===== src/rtl/shift_add_multiplier.sv =====
// Sequential shift-and-add unsigned multiplier: one partial-product step per clock.
// Optional zero-operand fast path enabled by defining SHIFT_ADD_MULTIPLIER_ZERO_BYPASS_EN.
module shift_add_multiplier #(
  parameter int WIDTH = 4
) (
  input  logic                 clk,
  input  logic                 rst_n,
  input  logic                 start,
  input  logic [WIDTH-1:0]     op1,
  input  logic [WIDTH-1:0]     op2,
  output logic                 busy,
  output logic                 done,
  output logic [2*WIDTH-1:0]   product,
  output logic [1:0]           dbg_state
);

  // Handshake: start is accepted only on an edge where the block is idle
  // (busy=0, done=0); op1/op2 are captured on that edge only. done is a
  // one-cycle pulse marking product valid; product then holds until the
  // next completion. start seen in RUN or DONE is dropped, never queued.

  localparam int CW = $clog2(WIDTH + 1);

  typedef enum logic [1:0] {
    IDLE = 2'd0,
    RUN  = 2'd1,
    DONE = 2'd2
  } state_t;

  state_t               state_q, state_d;
  logic [WIDTH-1:0]     m_q, m_d;
  logic [WIDTH-1:0]     a_q, a_d;
  logic [WIDTH-1:0]     q_q, q_d;
  logic                 c_q, c_d;
  logic [CW-1:0]        count_q, count_d;
  logic [2*WIDTH-1:0]   product_q, product_d;
  logic [WIDTH:0]       sum;
  logic                 bypass;

  always_ff @(posedge clk or negedge rst_n) begin
    if (!rst_n) begin
      state_q   <= IDLE;
      m_q       <= '0;
      a_q       <= '0;
      q_q       <= '0;
      c_q       <= 1'b0;
      count_q   <= '0;
      product_q <= '0;
    end else begin
      state_q   <= state_d;
      m_q       <= m_d;
      a_q       <= a_d;
      q_q       <= q_d;
      c_q       <= c_d;
      count_q   <= count_d;
      product_q <= product_d;
    end
  end

  always_comb begin
    state_d   = state_q;
    m_d       = m_q;
    a_d       = a_q;
    q_d       = q_q;
    c_d       = c_q;
    count_d   = count_q;
    product_d = product_q;
    bypass    = 1'b0;

    // {C,A} after the conditional add; the adder is WIDTH+1 bits so no carry is lost
    sum = q_q[0] ? ({1'b0, a_q} + {1'b0, m_q}) : {c_q, a_q};

    unique case (state_q)
      IDLE: begin
        if (start) begin
`ifdef SHIFT_ADD_MULTIPLIER_ZERO_BYPASS_EN
          bypass = (op1 == '0) || (op2 == '0);
`else
          bypass = 1'b0;
`endif
          m_d     = op1;
          q_d     = op2;
          a_d     = '0;
          c_d     = 1'b0;
          count_d = CW'(WIDTH);
          if (bypass) begin
            product_d = '0;
            state_d   = DONE;
          end else begin
            state_d   = RUN;
          end
        end
      end
      RUN: begin
        // Shift {C,A,Q} right by one; C always shifts in as zero
        a_d     = sum[WIDTH:1];
        q_d     = {sum[0], q_q[WIDTH-1:1]};
        c_d     = 1'b0;
        count_d = count_q - CW'(1);
        if (count_q == CW'(1)) begin
          product_d = {sum[WIDTH:1], sum[0], q_q[WIDTH-1:1]};
          state_d   = DONE;
        end
      end
      DONE: begin
        state_d = IDLE;
      end
      default: begin
        state_d = IDLE;
      end
    endcase
  end

  assign busy      = (state_q == RUN);
  assign done      = (state_q == DONE);
  assign product   = product_q;
  assign dbg_state = state_q;

endmodule

===== config.mk =====
export PLATFORM = sky130hd
export DESIGN_NAME = shift_add_multiplier
export DESIGN_NICKNAME = d
export VERILOG_FILES = /design/src/rtl/shift_add_multiplier.sv
export SDC_FILE = /design/constraint.sdc
export NUM_CORES = 1
export LEC_CHECK = 0
export CAP_MARGIN = 20
export CORE_UTILIZATION = 54
export DETAILED_ROUTE_END_ITERATION = 12
export PLACE_DENSITY = 0.83
export SYNTH_ARGS = -nofsm -noshare
export SYNTH_HDL_FRONTEND = slang
export SYNTH_SLANG_ARGS = --single-unit

===== constraint.sdc =====
create_clock -name clk -period 2.4 [get_ports clk]
set_clock_uncertainty 0.1 [all_clocks]
set_input_delay 0.48 -clock clk [delete_from_list [all_inputs] [get_ports clk]]
set_output_delay 0.48 -clock clk [all_outputs]
set_load 0.1 [all_outputs]

==> summary.md <==
| Metric | Value |
|---|---|
| Status | `completed` |
| Critical path type | `flip-flop to flip-flop` |
| # nets final | `between 150 and 200` |
| Routability Congestion | `0.777` |
| CTS tree | `done` |
| Ant diodes | `0` |
| Worst-path fanout max | `4` |
| Initial Util | `0.595` |
| Min-delay src | `product[2]` |
| Die area | `2420 um^2` |
| Max_slew headroom | `0.666` |
| Sum of negative setup slack | `0 ps` |
| Synth unique cells | `27` |
| CP bufs+invs | `0` |
| Worst path depth | `5` |
| Chip Width | `around 49 um` |
| # rows | `16` |
| Number of CTS-inserted buffers | `3` |
| DRT Wirelength | `2310 um` |
| Pin count of the biggest net entering global routing | `26` |
| Worst slew pin tran | `roughly 500 ps` |
| Endpoints failing setup | `0` |
| Total GRT Usage | `0.221` |
| Setup crit start kind | `flip-flop` |
| CP Cell Sequence | `ha_1 -> and3_1 -> or3_1 -> a31oi_1 -> o21ai_0` |
| Post-route DRC | `0` |
| Core area | `2020 um^2` |
| Initial antenna violation count | `0` |
| Fin crit period | `1870 ps` |
| CTS max path bufs | `2` |
| Hold Vio Cnt, Final | `0` |
| DR pass1 iterations | `6` |
| Worst Reg-to-Reg Cells | `5` |
| Final Core Density | `0.718` |
| Worst-path clk slew | `around 130 ps` |
| Fmax | `534 MHz` |
| IO Port Bufs | `22` |
| Total clock sinks | `25` |
| Fraction of layout cells with a size suffix above 1 | `0.179` |
| Die height | `49.2 um` |
| Post-synth EDFFs | `0` |
| HPWL after DPL | `1800 um` |
| RSZ-0062 raised after global routing | `false` |
| Post-DRT Antenna Nets | `0` |
| Post-CTS Setup Bufs | `0` |
| Vias | `928` |
| Max cap viols | `0` |
| Clk Latency, worst-skew pair | `300 ps` |
| Register bit count reported by yosys | `25` |
| Mapped Cells | `about 120` |
| Worst path slowest cell | `dfrtp_1` |
| CP Data Required Time | `between 2000 and 2500 ps` |
| Pins Over Slew Limit | `0` |
| 1st-iter DRT viols | `4` |
| GR Overflow Total | `0` |
| Async SR Flop Fraction | `1.00` |
| Mapped Avg Cell Area | `9.87 um^2` |
| Post-DR wirelength/cell | `13.4 um` |
| # IOs | `23` |
| Delay-heaviest family, CP | `simple AND/OR/NAND/NOR gates` |
| Vias in the first global route | `about 900` |
| WHS Endpoint | `product[2]` |
| Drt via density | `5.40` |
| Slowest stage delay, CP | `410 ps` |
| Number of synthesis warnings | `0` |
| # resized after CTS | `0` |
| Worst Setup End Kind | `flip-flop` |
| Top_reg_cell synth | `dfrtp_1` |
| Reg2reg end | `product[6]` |
| Layout area overhead | `20.6%` |
| H-tree level count | `1` |
| Hold path depth | `2` |
| Flop2flop setup slack | `~530 ps` |
| Hold crit path type | `flip-flop to flip-flop` |
| Worst hold slack | `401 ps` |
| Reg2reg start | `m_q[2]` |
| First-pass GRT wire length | `slightly above 4000 um` |
| Post-synth net total | `140` |
| Cts hold-fix bufs | `0` |
| WP data arrival | `around 2000 ps` |
| Seq/Total Area, Yosys | `0.520` |
| Post-synth design cell area | `~1200 um^2` |
| Final period utilization | `0.781` |
| Clk root buf | `clkbuf_4` |
[routing by layer]
| layer | up-vias | global-route usage | part of all wire | wire (um) |
|---|---|---|---|---|
| li1 | 454 | - | - | - |
| met1 | 449 | 0.293 | 0.44 | 1010 |
| met2 | 21 | 0.386 | 0.51 | 1180 |
| met3 | 4 | 0.0249 | 0.040 | 93 |
| met4 | 0 | 0.0539 | 0.012 | 27 |
| met5 | - | 0 | 0 | 0 |
[Yosys cell counts, types with 2 or more instances]
library cell,number,area share
nand2_1,30,0.094
dfrtp_1,25,0.52
o21ai_0,11,0.046
nor2_1,8,0.025
ha_1,6,0.062
o21ai_1,5,0.021
nand3_2,4,0.033
nor2b_1,4,0.021
buf_2,3,0.012
inv_1,3,0.0094
o22ai_1,3,0.016
a21oi_1,2,0.0083
and3_1,2,0.010
buf_6,2,0.019
mux2i_1,2,0.017
[stage by stage]
stage / worst slack [ps] / instance area [um^2] / cells
finish: 527 / 1450 / 172
CTS: 542 / 1450 / 172
detailed placement: 348 / 1430 / 168
global placement: 369 / 1430 / 168
floorplan: 61.4 / 1210 / 122
global route: 399 / 1450 / 172
[worst max path at each step]
stage	start	end	slack (ps)
2_1_floorplan	dbg_state[1]	product[7]	60
3_3_place_gp	start	q_q[0]	370
3_5_place_dp	start	q_q[1]	350
4_1_cts	m_q[2]	a_q[2]	540
5_1_grt	m_q[2]	a_q[2]	400
6_report	m_q[2]	product[6]	530
[placed cells by master, fill, tap and decap left out, drive strengths merged, types with 4 or more instances in the layout]
| cell | synthesis | routed |
|---|---|---|
| clkdlybuf4s50 | 0 | 10 |
| buf | 6 | 15 |
| nand2 | 31 | 31 |
| ha | 6 | 6 |
| nor2 | 8 | 8 |
| nand3 | 4 | 4 |
| o21ai | 16 | 16 |
| clkbuf | 0 | 4 |
| nor2b | 4 | 4 |
| dfrtp | 25 | 25 |
[tightest hold or removal path, cell delays in order (launching register included)]
cell	delay [ps]
dfrtp_1	370
nand2_1	50
nand2_1	60
[area by class of cell]
| class | count | area [um^2] |
|---|---|---|
| flip-flops and latches | 25 | 626 |
| fillers | 153 | 571 |
| multi-input cells | 87 | 524 |
| repair buffers | 25 | 225 |
| well taps | 27 | 33.8 |
| clock buffers | 4 | 26.3 |
| inverters | 4 | 16.3 |
[kinds of logic (layout without fill, tap and decap cells)]
family	after synthesis	in the layout	share of synthesized area
AND/OR/NAND/NOR	53	53	0.216
flip-flops	25	25	0.520
AO/OA/AOI/OAI	24	24	0.110
buffers and inverters	10	33	0.0509
adder cells (fa/ha/maj)	7	7	0.0790
multiplexers	2	2	0.0166
XOR/XNOR	1	1	0.00728
[state kept, by name (all words and copies together) (netlist names)]
name / flops
a_q: 4
dbg_state: 2
product: 8
m_q: 4
count_q: 3
q_q: 4
Power is not shown: default switching activity piles up to over one toggle a cycle in this logic, so the estimate is an artifact.
